===== src/rtl/aes_pkg.sv =====
// Shared Rijndael constants and helpers for the ShiftRows datapath.
package aes_pkg;

  localparam int unsigned NB_128 = 4;
  localparam int unsigned NB_192 = 6;
  localparam int unsigned NB_256 = 8;

  typedef enum logic {
    AES_ENC = 1'b0,
    AES_DEC = 1'b1
  } aes_mode_e;

  function automatic bit nb_legal(input int unsigned nb);
    return (nb == NB_128) || (nb == NB_192) || (nb == NB_256);
  endfunction

  // Rows 2 and 3 shift one further for the 256-bit block.
  function automatic int unsigned shift_of(input int unsigned nb, input int unsigned r);
    if ((nb == NB_256) && (r >= 2)) begin
      return r + 1;
    end
    return r;
  endfunction

  function automatic int unsigned idx(input int unsigned r, input int unsigned c);
    return 4 * c + r;
  endfunction

endpackage


===== src/rtl/shift_rows_perm.sv =====
// Combinational ShiftRows / InvShiftRows byte permutation for an NB-column state.
module shift_rows_perm
  import aes_pkg::*;
#(
  parameter int unsigned NB = 4,
  localparam int unsigned W = 32 * NB
) (
  input  logic [W-1:0] data_i,
  input  logic         dec_i,
  output logic [W-1:0] data_o
);

  logic [W-1:0] enc_d;
  logic [W-1:0] dec_d;

  for (genvar c = 0; c < NB; c++) begin : g_col
    for (genvar r = 0; r < 4; r++) begin : g_row
      localparam int unsigned S      = shift_of(NB, r);
      localparam int unsigned EncSrc = (c + S) % NB;
      localparam int unsigned DecSrc = (c + NB - S) % NB;
      assign enc_d[8*idx(r, c) +: 8] = data_i[8*idx(r, EncSrc) +: 8];
      assign dec_d[8*idx(r, c) +: 8] = data_i[8*idx(r, DecSrc) +: 8];
    end
  end

  always_comb begin
    data_o = (aes_mode_e'(dec_i) == AES_DEC) ? dec_d : enc_d;
  end

endmodule


===== src/rtl/shift_rows_pipe.sv =====
// Pipelined ShiftRows engine: main output register plus one skid register.
// Optional SHIFT_ROWS_PIPE_BYPASS_EN adds in_bypass to pass words unpermuted.
module shift_rows_pipe
  import aes_pkg::*;
#(
  parameter int unsigned NB = 4,
  localparam int unsigned W = 32 * NB
) (
  input  logic         clk,
  input  logic         rst,
  input  logic         in_valid,
  output logic         in_ready,
  input  logic [W-1:0] in_data,
  input  logic         in_dec,
`ifdef SHIFT_ROWS_PIPE_BYPASS_EN
  input  logic         in_bypass,
`endif
  output logic         out_valid,
  input  logic         out_ready,
  output logic [W-1:0] out_data
);

  if (!nb_legal(NB)) begin : g_nb_illegal
    $error("shift_rows_pipe: NB must be 4, 6 or 8");
  end

  logic [W-1:0] perm;
  logic [W-1:0] word_in;
  logic         accept;
  logic         drain;

  logic         main_valid_q, main_valid_d;
  logic [W-1:0] main_q, main_d;
  logic         skid_valid_q, skid_valid_d;
  logic [W-1:0] skid_q, skid_d;

  shift_rows_perm #(
    .NB(NB)
  ) u_perm (
    .data_i(in_data),
    .dec_i (in_dec),
    .data_o(perm)
  );

  always_comb begin
`ifdef SHIFT_ROWS_PIPE_BYPASS_EN
    word_in = in_bypass ? in_data : perm;
`else
    word_in = perm;
`endif
  end

  always_comb begin
    accept       = in_valid & ~skid_valid_q;
    drain        = main_valid_q & out_ready;
    main_valid_d = main_valid_q;
    main_d       = main_q;
    skid_valid_d = skid_valid_q;
    skid_d       = skid_q;
    if (!main_valid_q || drain) begin
      // Skid is older than anything arriving now; accept is blocked while it is full.
      if (skid_valid_q) begin
        main_valid_d = 1'b1;
        main_d       = skid_q;
        skid_valid_d = 1'b0;
      end else begin
        main_valid_d = accept;
        if (accept) begin
          main_d = word_in;
        end
      end
    end else if (accept) begin
      skid_valid_d = 1'b1;
      skid_d       = word_in;
    end
  end

  always_ff @(posedge clk or posedge rst) begin
    if (rst) begin
      main_valid_q <= 1'b0;
      main_q       <= '0;
      skid_valid_q <= 1'b0;
      skid_q       <= '0;
    end else begin
      main_valid_q <= main_valid_d;
      main_q       <= main_d;
      skid_valid_q <= skid_valid_d;
      skid_q       <= skid_d;
    end
  end

  assign in_ready  = ~skid_valid_q;
  assign out_valid = main_valid_q;
  assign out_data  = main_q;

endmodule

===== config.mk =====
export PLATFORM = sky130hd
export DESIGN_NAME = shift_rows_pipe
export DESIGN_NICKNAME = d
export VERILOG_FILES = /design/src/rtl/aes_pkg.sv /design/src/rtl/shift_rows_perm.sv /design/src/rtl/shift_rows_pipe.sv
export SDC_FILE = /design/constraint.sdc
export NUM_CORES = 1
export LEC_CHECK = 0
export CORE_ASPECT_RATIO = 2
export CORE_MARGIN = 4
export CORE_UTILIZATION = 57
export DETAILED_ROUTE_END_ITERATION = 12
export PLACE_DENSITY = 0.92
export SYNTH_ARGS = -nofsm -noshare
export SYNTH_HDL_FRONTEND = slang
export SYNTH_HIERARCHICAL = 1
export SYNTH_SLANG_ARGS = --single-unit

===== constraint.sdc =====
create_clock -name clk -period 28.7 [get_ports clk]
set_input_delay 8.61 -clock clk [delete_from_list [all_inputs] [get_ports clk]]
set_output_delay 8.61 -clock clk [all_outputs]
set_load 0.05 [all_outputs]

==> results summary, run 1 <==
The flow ran to the end, and the final reports show no timing, DRC or antenna violations. By area, the combinational part of the netlist is dominated by multiplexers. Synthesis produced 828 cells. Setup slack on the worst reg-to-reg path comes out at 25.67 ns. The cell repeated most along the worst path is sky130_fd_sc_hd__buf_4.

The final routed wirelength across all metal layers came out at 29,700 um. The total power density per cell area is 81.5 mW/mm2. The maximum number of pins on one net before global-route repair came out at 140. Port buffering added 262 buffers. The clock tree buffer depth came out at 3.

The number of instances resized during post-cts repair came out at 0. The number of buffers inserted during clock tree synthesis is 24. The number of different library cells in the post-synthesis netlist is 15.

Dividing the final minimum period by the clock period gives 0.385. The synthesis-to-layout area growth came out at 19.7%. The cell area after synthesis is 0.0140 mm2. The post-route minimum period is 11.04 ns. The floorplan die area came out at 0.0274 mm2.

In the synthesized netlist the dominant register cell turns out to be sky130_fd_sc_hd__dfrtp_1. The number of enable-type register cells in the synthesized netlist is 0. The max-cap violation count is 0. The number of placed I/O pins is 263. The floorplan step defined a core boundary enclosing 0.0243 mm2. The cell leakage power is 7.62 nW. The clock-pin transition on the worst setup and hold timing paths came out at 0.07 ns.

The most common cell in the synthesized netlist is sky130_fd_sc_hd__mux2_4. The critical path's largest stage delay is 0.89 ns. The total DRC errors in the routed layout is 0.

The worst setup path is captured at a register. The initial core utilization came out at 0.577. The maximum vdd drop is 0.0554 mV.

The clock drives 258 sinks. Of the total synthesized cell area, the portion taken by XOR and XNOR cells is 0. The first global-routing pass estimated 46,500 um of wire.

The number of failing setup endpoints in the final timing report came out at 0. The share of cell area taken by muxes after synthesis is 0.454. The number of pins exceeding their max-slew limit in the final report came out at 0. The worst slew slack as a fraction of its limit came out at 0.244. The number of global-route vias before repair is 8,451. The start point of the critical path is out_ready.

Traced cell by cell, the critical path runs through clkdlybuf4s50_1, nand2b_4, nor3b_4, buf_4, buf_4, mux2_1. The last element of the critical path is skid_q[106]$_DFFE_PP0P_. The setup path with the least slack is of type in2reg. On the critical path, the stage with the largest delay is an instance of sky130_fd_sc_hd__buf_4. The placer's final routability congestion estimate is 0.802. For this run, the total global-route usage over all layers was measured as 0.212.

The number of setup buffers added after CTS is 0. The post-synthesis simple-gate area fraction came out at 0.00312. Setup repair after global routing left no endpoint under its margin.

For this run, asynchronously set or reset flops after synthesis account for 1.00. The share of the Yosys chip area taken by registers is 0.460. The final global-route overflow total is 0. The transition time at the pin with the least slew margin came out at 1.13 ns.

Prior to clock tree synthesis, the placed netlist has a worst setup slack of 17.07 ns. After layout, the design draws a total of 1.37 mW. For the worst flop-to-flop path, the logic depth is 4. At the worst endpoint, the required time is 29.11 ns. The detailed router finished its first iteration with 420 violations. The maximum clock frequency came out at 90.6 MHz.

The register cell area after layout came out at 0.00646 mm2. In this run the number of H-tree levels came out at 1. The setup TNS came out at 0 ns. The number of antenna violations at the first check in global routing came out at 5. The net count reported at finish came out at 1,145. The number of placement rows is 81. The Yosys warning count came out at 6.

The overall die width came out at 119 um. Ranked by total cell area, the synthesized netlist is headed by sky130_fd_sc_hd__dfrtp_1, sky130_fd_sc_hd__mux2_4, sky130_fd_sc_hd__mux2_1, sky130_fd_sc_hd__buf_4, sky130_fd_sc_hd__mux2_2. The per-cell via count in the routed design is 5.56. The beginning of the worst register-to-register path is skid_valid_q$_DFFE_PP0P_. The worst path setup slack after routing came out at 17.66 ns. The overall die height came out at 230 um. The TritonCTS clock tree is done. The worst setup path is launched from an input port. For this design, the CTS-stage hold fixing added 0 buffers.

The data arrival time at the worst-slack endpoint is 11.45 ns. The post-synthesis compound-gate area fraction came out at 0.000535. Of the total synthesized cell area, the portion taken by full adders, half adders and majority gates is 0. The share of Yosys cell area claimed by the top area cell type is 0.460.

The post-synthesis area per instance is 17.0 um2. The net count of the mapped netlist is 961. In the final routed layout, each cell accounts on average for 22.4 um. The endpoint of the worst register-to-register path is skid_q[106]$_DFFE_PP0P_. The detail route stage leaves a number of antenna-violating nets equal to 0. The setup skew after layout is 0.0208 ns. The first TritonRoute pass finished after 4 iterations.

Fill cells in the final layout number 1,576. The number of hold-slack violations in the final timing report is 0. Of the cells placed in the final design, the portion with a size suffix greater than 1 is 0.444. The clock latency at the later pin of the worst-skew pair is 0.53 ns.

The root buffer cell chosen for the clock tree is sky130_fd_sc_hd__clkbuf_16. The largest total area in the synthesized netlist belongs to sky130_fd_sc_hd__dfrtp_1. Of all nets on the critical path, the largest fanout is 53.

The kind of path behind the tightest hold check is reg2reg. The total area of multi-input combinational cells came out at 0.00644 mm2. The routed layout has 7,369 vias. Sorting the synthesized cells by how often they occur yields sky130_fd_sc_hd__mux2_4, sky130_fd_sc_hd__dfrtp_1, sky130_fd_sc_hd__buf_4, sky130_fd_sc_hd__mux2_1, sky130_fd_sc_hd__mux2_2.

Summed over all nets, the half-perimeter wirelength after detailed placement is 19,700 um. In this run, synthesis produced a sequential element count of 258.
==> through the flow <==
stage / hold WS [ns] / cell area (um2) / util / cells
after floorplan: 0.452 / 14000 / - / 828
after global placement: 0.461 / 16000 / 0.657 / 1276
after detailed placement: 0.473 / 16000 / 0.657 / 1276
after CTS: 0.488 / 16800 / 0.691 / 1320
after global routing: 0.504 / 16800 / 0.691 / 1325
final: 0.486 / 16800 / 0.691 / 1325
==> area by class of cell <==
type | instances | share of cell area
Tap cell | 290 | 0.0216
Antenna cell | 5 | 0.000744
Timing Repair Buffer | 272 | 0.160
Clock inverter | 11 | 0.00588
Sequential cell | 258 | 0.384
Multi-Input combinational cell | 454 | 0.383
Inverter | 2 | 0.000893
Clock buffer | 33 | 0.0432
==> cell families after synthesis <==
family | Yosys count
buf+inv | 116
mux | 448
simple gates | 5
flops | 258
compound gates | 1
==> cell usage in the layout (no fill, tap or decap), types with 2 or more instances in the layout <==
cell                              count
sky130_fd_sc_hd__buf_4               11
sky130_fd_sc_hd__clkbuf_16           25
sky130_fd_sc_hd__clkbuf_8             7
sky130_fd_sc_hd__clkdlybuf4s50_1    261
sky130_fd_sc_hd__clkinv_2             4
sky130_fd_sc_hd__clkinvlp_4           3
sky130_fd_sc_hd__dfrtp_1            257
sky130_fd_sc_hd__diode_2              5
sky130_fd_sc_hd__inv_6                2
sky130_fd_sc_hd__mux2_1              50
sky130_fd_sc_hd__mux2_2              42
sky130_fd_sc_hd__mux2_4             356
sky130_fd_sc_hd__nor2_1               2
==> critical path: cells and delay by family <==
family                 cells  cell delay, ns
buffers and inverters      3            2.03
muxes                      1            0.39
and+or+nand+nor            2            0.36
==> power by group <==
part	switching, mW	internal [mW]
Clock	0.145	0.187
Combinational	0.272	0.252
Sequential	0.0580	0.456
==> flip-flops by register name (all words and copies together), names as in the netlist <==
register / count
out_data: 128
out_valid: 1
skid_q: 128
skid_valid_q: 1
==> how the worst min path moves through the flow <==
| stage | from | end | slack [ns] | cells past startpoint |
|---|---|---|---|---|
| 3_5_place_dp | skid_q[115]$_DFFE_PP0P_ | skid_q[115]$_DFFE_PP0P_ | 0.47 | 1 |
| 6_report | skid_q[115]$_DFFE_PP0P_ | skid_q[115]$_DFFE_PP0P_ | 0.49 | 1 |
| 4_1_cts | skid_q[115]$_DFFE_PP0P_ | skid_q[115]$_DFFE_PP0P_ | 0.49 | 1 |
| 5_1_grt | skid_q[108]$_DFFE_PP0P_ | skid_q[108]$_DFFE_PP0P_ | 0.50 | 1 |
| 2_1_floorplan | skid_q[104]$_DFFE_PP0P_ | skid_q[104]$_DFFE_PP0P_ | 0.45 | 1 |
| 3_3_place_gp | skid_q[118]$_DFFE_PP0P_ | skid_q[118]$_DFFE_PP0P_ | 0.46 | 1 |
==> layer usage <==
metal	vias up	track usage	part of all wire
li1	3235	-	-
met2	213	0.389	0.54
met3	69	0.0327	0.042
met5	-	0	0
met4	0	0.114	0.048
met1	3852	0.232	0.37
(Power assumes the default switching activity.)
==> run 2: changes to the inputs <==
--- a/config.mk
+++ b/config.mk
@@ -7,9 +7,9 @@
 export LEC_CHECK = 0
 export CORE_ASPECT_RATIO = 2
 export CORE_MARGIN = 4
-export CORE_UTILIZATION = 57
+export CORE_UTILIZATION = 53
 export DETAILED_ROUTE_END_ITERATION = 12
-export PLACE_DENSITY = 0.92
+export PLACE_DENSITY = 0.87
 export SYNTH_ARGS = -nofsm -noshare
 export SYNTH_HDL_FRONTEND = slang
 export SYNTH_HIERARCHICAL = 1
==> constraint.sdc (replaced) <==
create_clock -name clk -period 11.02 [get_ports clk]
set_input_delay 3.306 -clock clk [delete_from_list [all_inputs] [get_ports clk]]
set_output_delay 3.306 -clock clk [all_outputs]
set_load 0.05 [all_outputs]
==> results summary, run 2 (synthesis gave the netlist of run 1 again) <==
The run finished with clean final reports. The cell total after placement came out at 1,330 (+4.2%). The max-cap violation count came to 0 (unchanged). The number of placement rows came out at 84 (+3.7%). In the layout the commonest cells are sky130_fd_sc_hd__mux2_4, sky130_fd_sc_hd__clkdlybuf4s50_1, sky130_fd_sc_hd__dfrtp_1, sky130_fd_sc_hd__mux2_1, sky130_fd_sc_hd__mux2_2. The per-cell via count in the routed design came out at 5.28 (-5.1%). The count of clock tree sinks is 258 (unchanged). The number of pins exceeding their max-slew limit in the final report came out at 0 (unchanged). The routed length per placed instance came out at 21.3 um (-5.0%). The share of power burned in the clock network came out at 0.251 (+0.008). The transition time at the pin with the least slew margin is 1.11 ns (-0.0252 ns). The net count reported at finish was 1,145 (unchanged). The overall die height was 238 um (+3.6%). The worst register-to-register path begins at skid_valid_q$_DFFE_PP0P_. The setup TNS is 0 ns (unchanged). The post-place instance area is 0.0160 mm2 (+0.42%). The half-perimeter wire length of the detailed placement result is 19,700 um (-0.15%). The kind of cell with the highest combined delay along the critical path is buffers and inverters. The data arrival time at the worst-slack endpoint was 2.22 ns (-9.23 ns). The final core area utilization is 0.646 (-0.0451). The final antenna-violating net count is 0 (unchanged). The critical path's largest stage delay came out at 0.86 ns (-0.03 ns).

The period utilization is 0.502. The area growth from synthesis to layout is 20.4%. The final global-route overflow total is 0 (unchanged). The vias after detailed routing was 7,265 (-1.4%). The total DRC errors in the routed layout is 0 (unchanged). The slack of the worst reg-to-reg path came out at 8.12 ns (-17.55 ns). The signal on the critical path passes through inv_1, clkdlybuf4s50_1.

The maximum clock frequency is 181 MHz. STA classifies the critical path startpoint as a register. The clock-pin transition on the worst setup and hold timing paths came out at 0.06 ns (about the same). The required time at the endpoint of the critical path came out at 7.71 ns (-21.40 ns). The critical path buffer and inverter count came out at 2 (-1).

The cell count of the worst reg-to-reg path came to 4 (unchanged). The number of instances resized during post-cts repair came out at 0 (unchanged). The global-route wire length before repair is 45,400 um (-2.4%). The final design area excluding fillers came out at 0.0169 mm2 (+0.57%). The maximum fanout along the worst path came out at 33 (-38%). The sequential group share of total power is 0.371 (-0.004). The count of input and output buffers came out at 262 (unchanged). The maximum number of pins on one net before global-route repair came to 115 (-18%). The clock latency at the later pin of the worst-skew pair is 0.52 ns (about the same).

The cell leakage power is 7.64 nW (+0.31%). The post-CTS setup repair buffer count is 0 (unchanged). The level count of the clock H-tree came out at 1 (unchanged). The final cell count without fillers is 1,377 (+3.9%). The worst hold path terminates at skid_q[111]$_DFFE_PP0P_. Setup repair after global routing left no endpoint under its margin. The internal power was 2.38 mW (+170%). The depth of the worst hold-timing path is 1 (unchanged). The core area came out at 0.0262 mm2 (+7.6%).

The slowest stage of the critical path belongs to the cell sky130_fd_sc_hd__clkdlybuf4s50_1. The clock tree buffer depth was 3 (unchanged). The fraction of final layout cells sized beyond drive strength 1 is 0.442 (-0.00206). The number of buffers inserted during clock tree synthesis was 24 (unchanged). The combinational power share came out at 0.378 (-0.004). The maximum vdd drop came out at 0.197 mV (+260%).

The number of global-route vias before repair is 8,149 (-3.6%). The violation count after the first detailed-route iteration was 331 (-21%). The number of buffers added to fix hold violations after cts came out at 0 (unchanged). The number of hold-slack violations in the final timing report came out at 0 (unchanged). The final routed wirelength across all metal layers is 29,300 um (-1.3%). The worst slew slack as a fraction of its limit is 0.261 (+0.0168). The net switching component of the power came out at 1.21 mW (+160%). The overall die width was 123 um (+3.5%). The tightest min-delay check is of the reg2reg type. The initial core utilization is 0.537 (-0.0407).

The switching part of the total power came out at 0.337 (-0.00896). The worst setup path is of the reg2out kind. TritonCTS built the clock tree. The library cell used most frequently in the layout, excluding fill and tap cells, is sky130_fd_sc_hd__mux2_4. The number of placed I/O pins is 263 (unchanged). The setup skew after layout was 0.00478 ns (-0.0160 ns). The number of failing setup endpoints in the final timing report came out at 0 (unchanged). STA classifies the critical path endpoint as a primary output. The number of antenna violations at the first check in global routing came out at 5 (unchanged). Counting I/O delays and the setup requirement, the final critical path takes 5.53 ns. In this run the clock root is driven by a sky130_fd_sc_hd__clkbuf_16. The global routing usage summed across all routing layers is 0.198 (-0.0142). In this run the most critical hold path is launched from skid_q[111]$_DFFE_PP0P_. The total power density per cell area came out at 213 mW/mm2 (+160%). The floorplan die area came out at 0.0293 mm2 (+7.2%). The placer's final routability congestion estimate came out at 0.784 (-2.3%).

The number of detailed-routing iterations run before antenna repair came to 4 (unchanged). The endpoint identified for the worst register-to-register timing path is skid_q[107]$_DFFE_PP0P_.
-- run 2: changes by cell type in the layout (fill, tap and decap cells not counted) --
cell,before,now
sky130_fd_sc_hd__clkbuf_1,1,2
sky130_fd_sc_hd__clkinvlp_4,3,0
sky130_fd_sc_hd__bufinv_16,1,4
sky130_fd_sc_hd__clkbuf_8,7,5
sky130_fd_sc_hd__clkinv_2,4,6
sky130_fd_sc_hd__clkinv_4,1,0
sky130_fd_sc_hd__inv_6,2,0
-- run 2: worst max-delay path by stage --
stage | cells after the start | slack, ns | to | start
after floorplan | 1 | 0.62 | out_data[0]$_DFFE_PP0P_ | rst
after global placement | 6 | 5.01 | skid_q[113]$_DFFE_PP0P_ | out_ready
after detailed placement | 6 | 4.97 | skid_q[107]$_DFFE_PP0P_ | out_ready
after CTS | 2 | 5.40 | in_ready | skid_valid_q$_DFFE_PP0P_
after global routing | 2 | 5.40 | in_ready | skid_valid_q$_DFFE_PP0P_
final | 2 | 5.49 | in_ready | skid_valid_q$_DFFE_PP0P_
-- run 2: power by group through the flow --
stage / sequential, mW / clock [mW] / combinational, mW
floorplan: 1.74 / 0 / 0.579
global placement: 1.33 / 0 / 1.34
detailed placement: 1.34 / 0 / 1.37
CTS: 1.34 / 0.926 / 1.37
global route: 1.36 / 0.960 / 1.41
finish: 1.34 / 0.901 / 1.36
-- run 2: stage by stage --
step                      hold slack [ns]  total power [mW]  worst slack (ns)
after global routing                0.502              3.74              5.40
after detailed placement            0.469              2.71              4.97
after global placement              0.462              2.68              5.01
after CTS                           0.487              3.63              5.40
final                               0.484              3.60              5.49
after floorplan                     0.452              2.32             0.616
-- run 2: layout make-up --
class                           count  area [um2]
Antenna cell                        5        12.5
Multi-Input combinational cell    454        6440
Inverter                            2        15.0
Timing Repair Buffer              272        2700
Clock buffer                       32         702
Tap cell                          344         430
Sequential cell                   258        6460
Fill cell                        1847        9270
Clock inverter                     10         150
-- run 2: worst reg2reg max path, cell delays in order (launching register included) --
cell and delay (ns):
sky130_fd_sc_hd__dfrtp_4 0.71, sky130_fd_sc_hd__nor3b_4 0.29, sky130_fd_sc_hd__buf_4 0.53, sky130_fd_sc_hd__buf_4 0.78, sky130_fd_sc_hd__mux2_1 0.47
-- run 2: routing by layer --
metal | global-route usage | share of wire
met1 | 0.226 | 0.37
met2 | 0.350 | 0.53
met3 | 0.0320 | 0.045
met4 | 0.104 | 0.052
met5 | 0 | 0
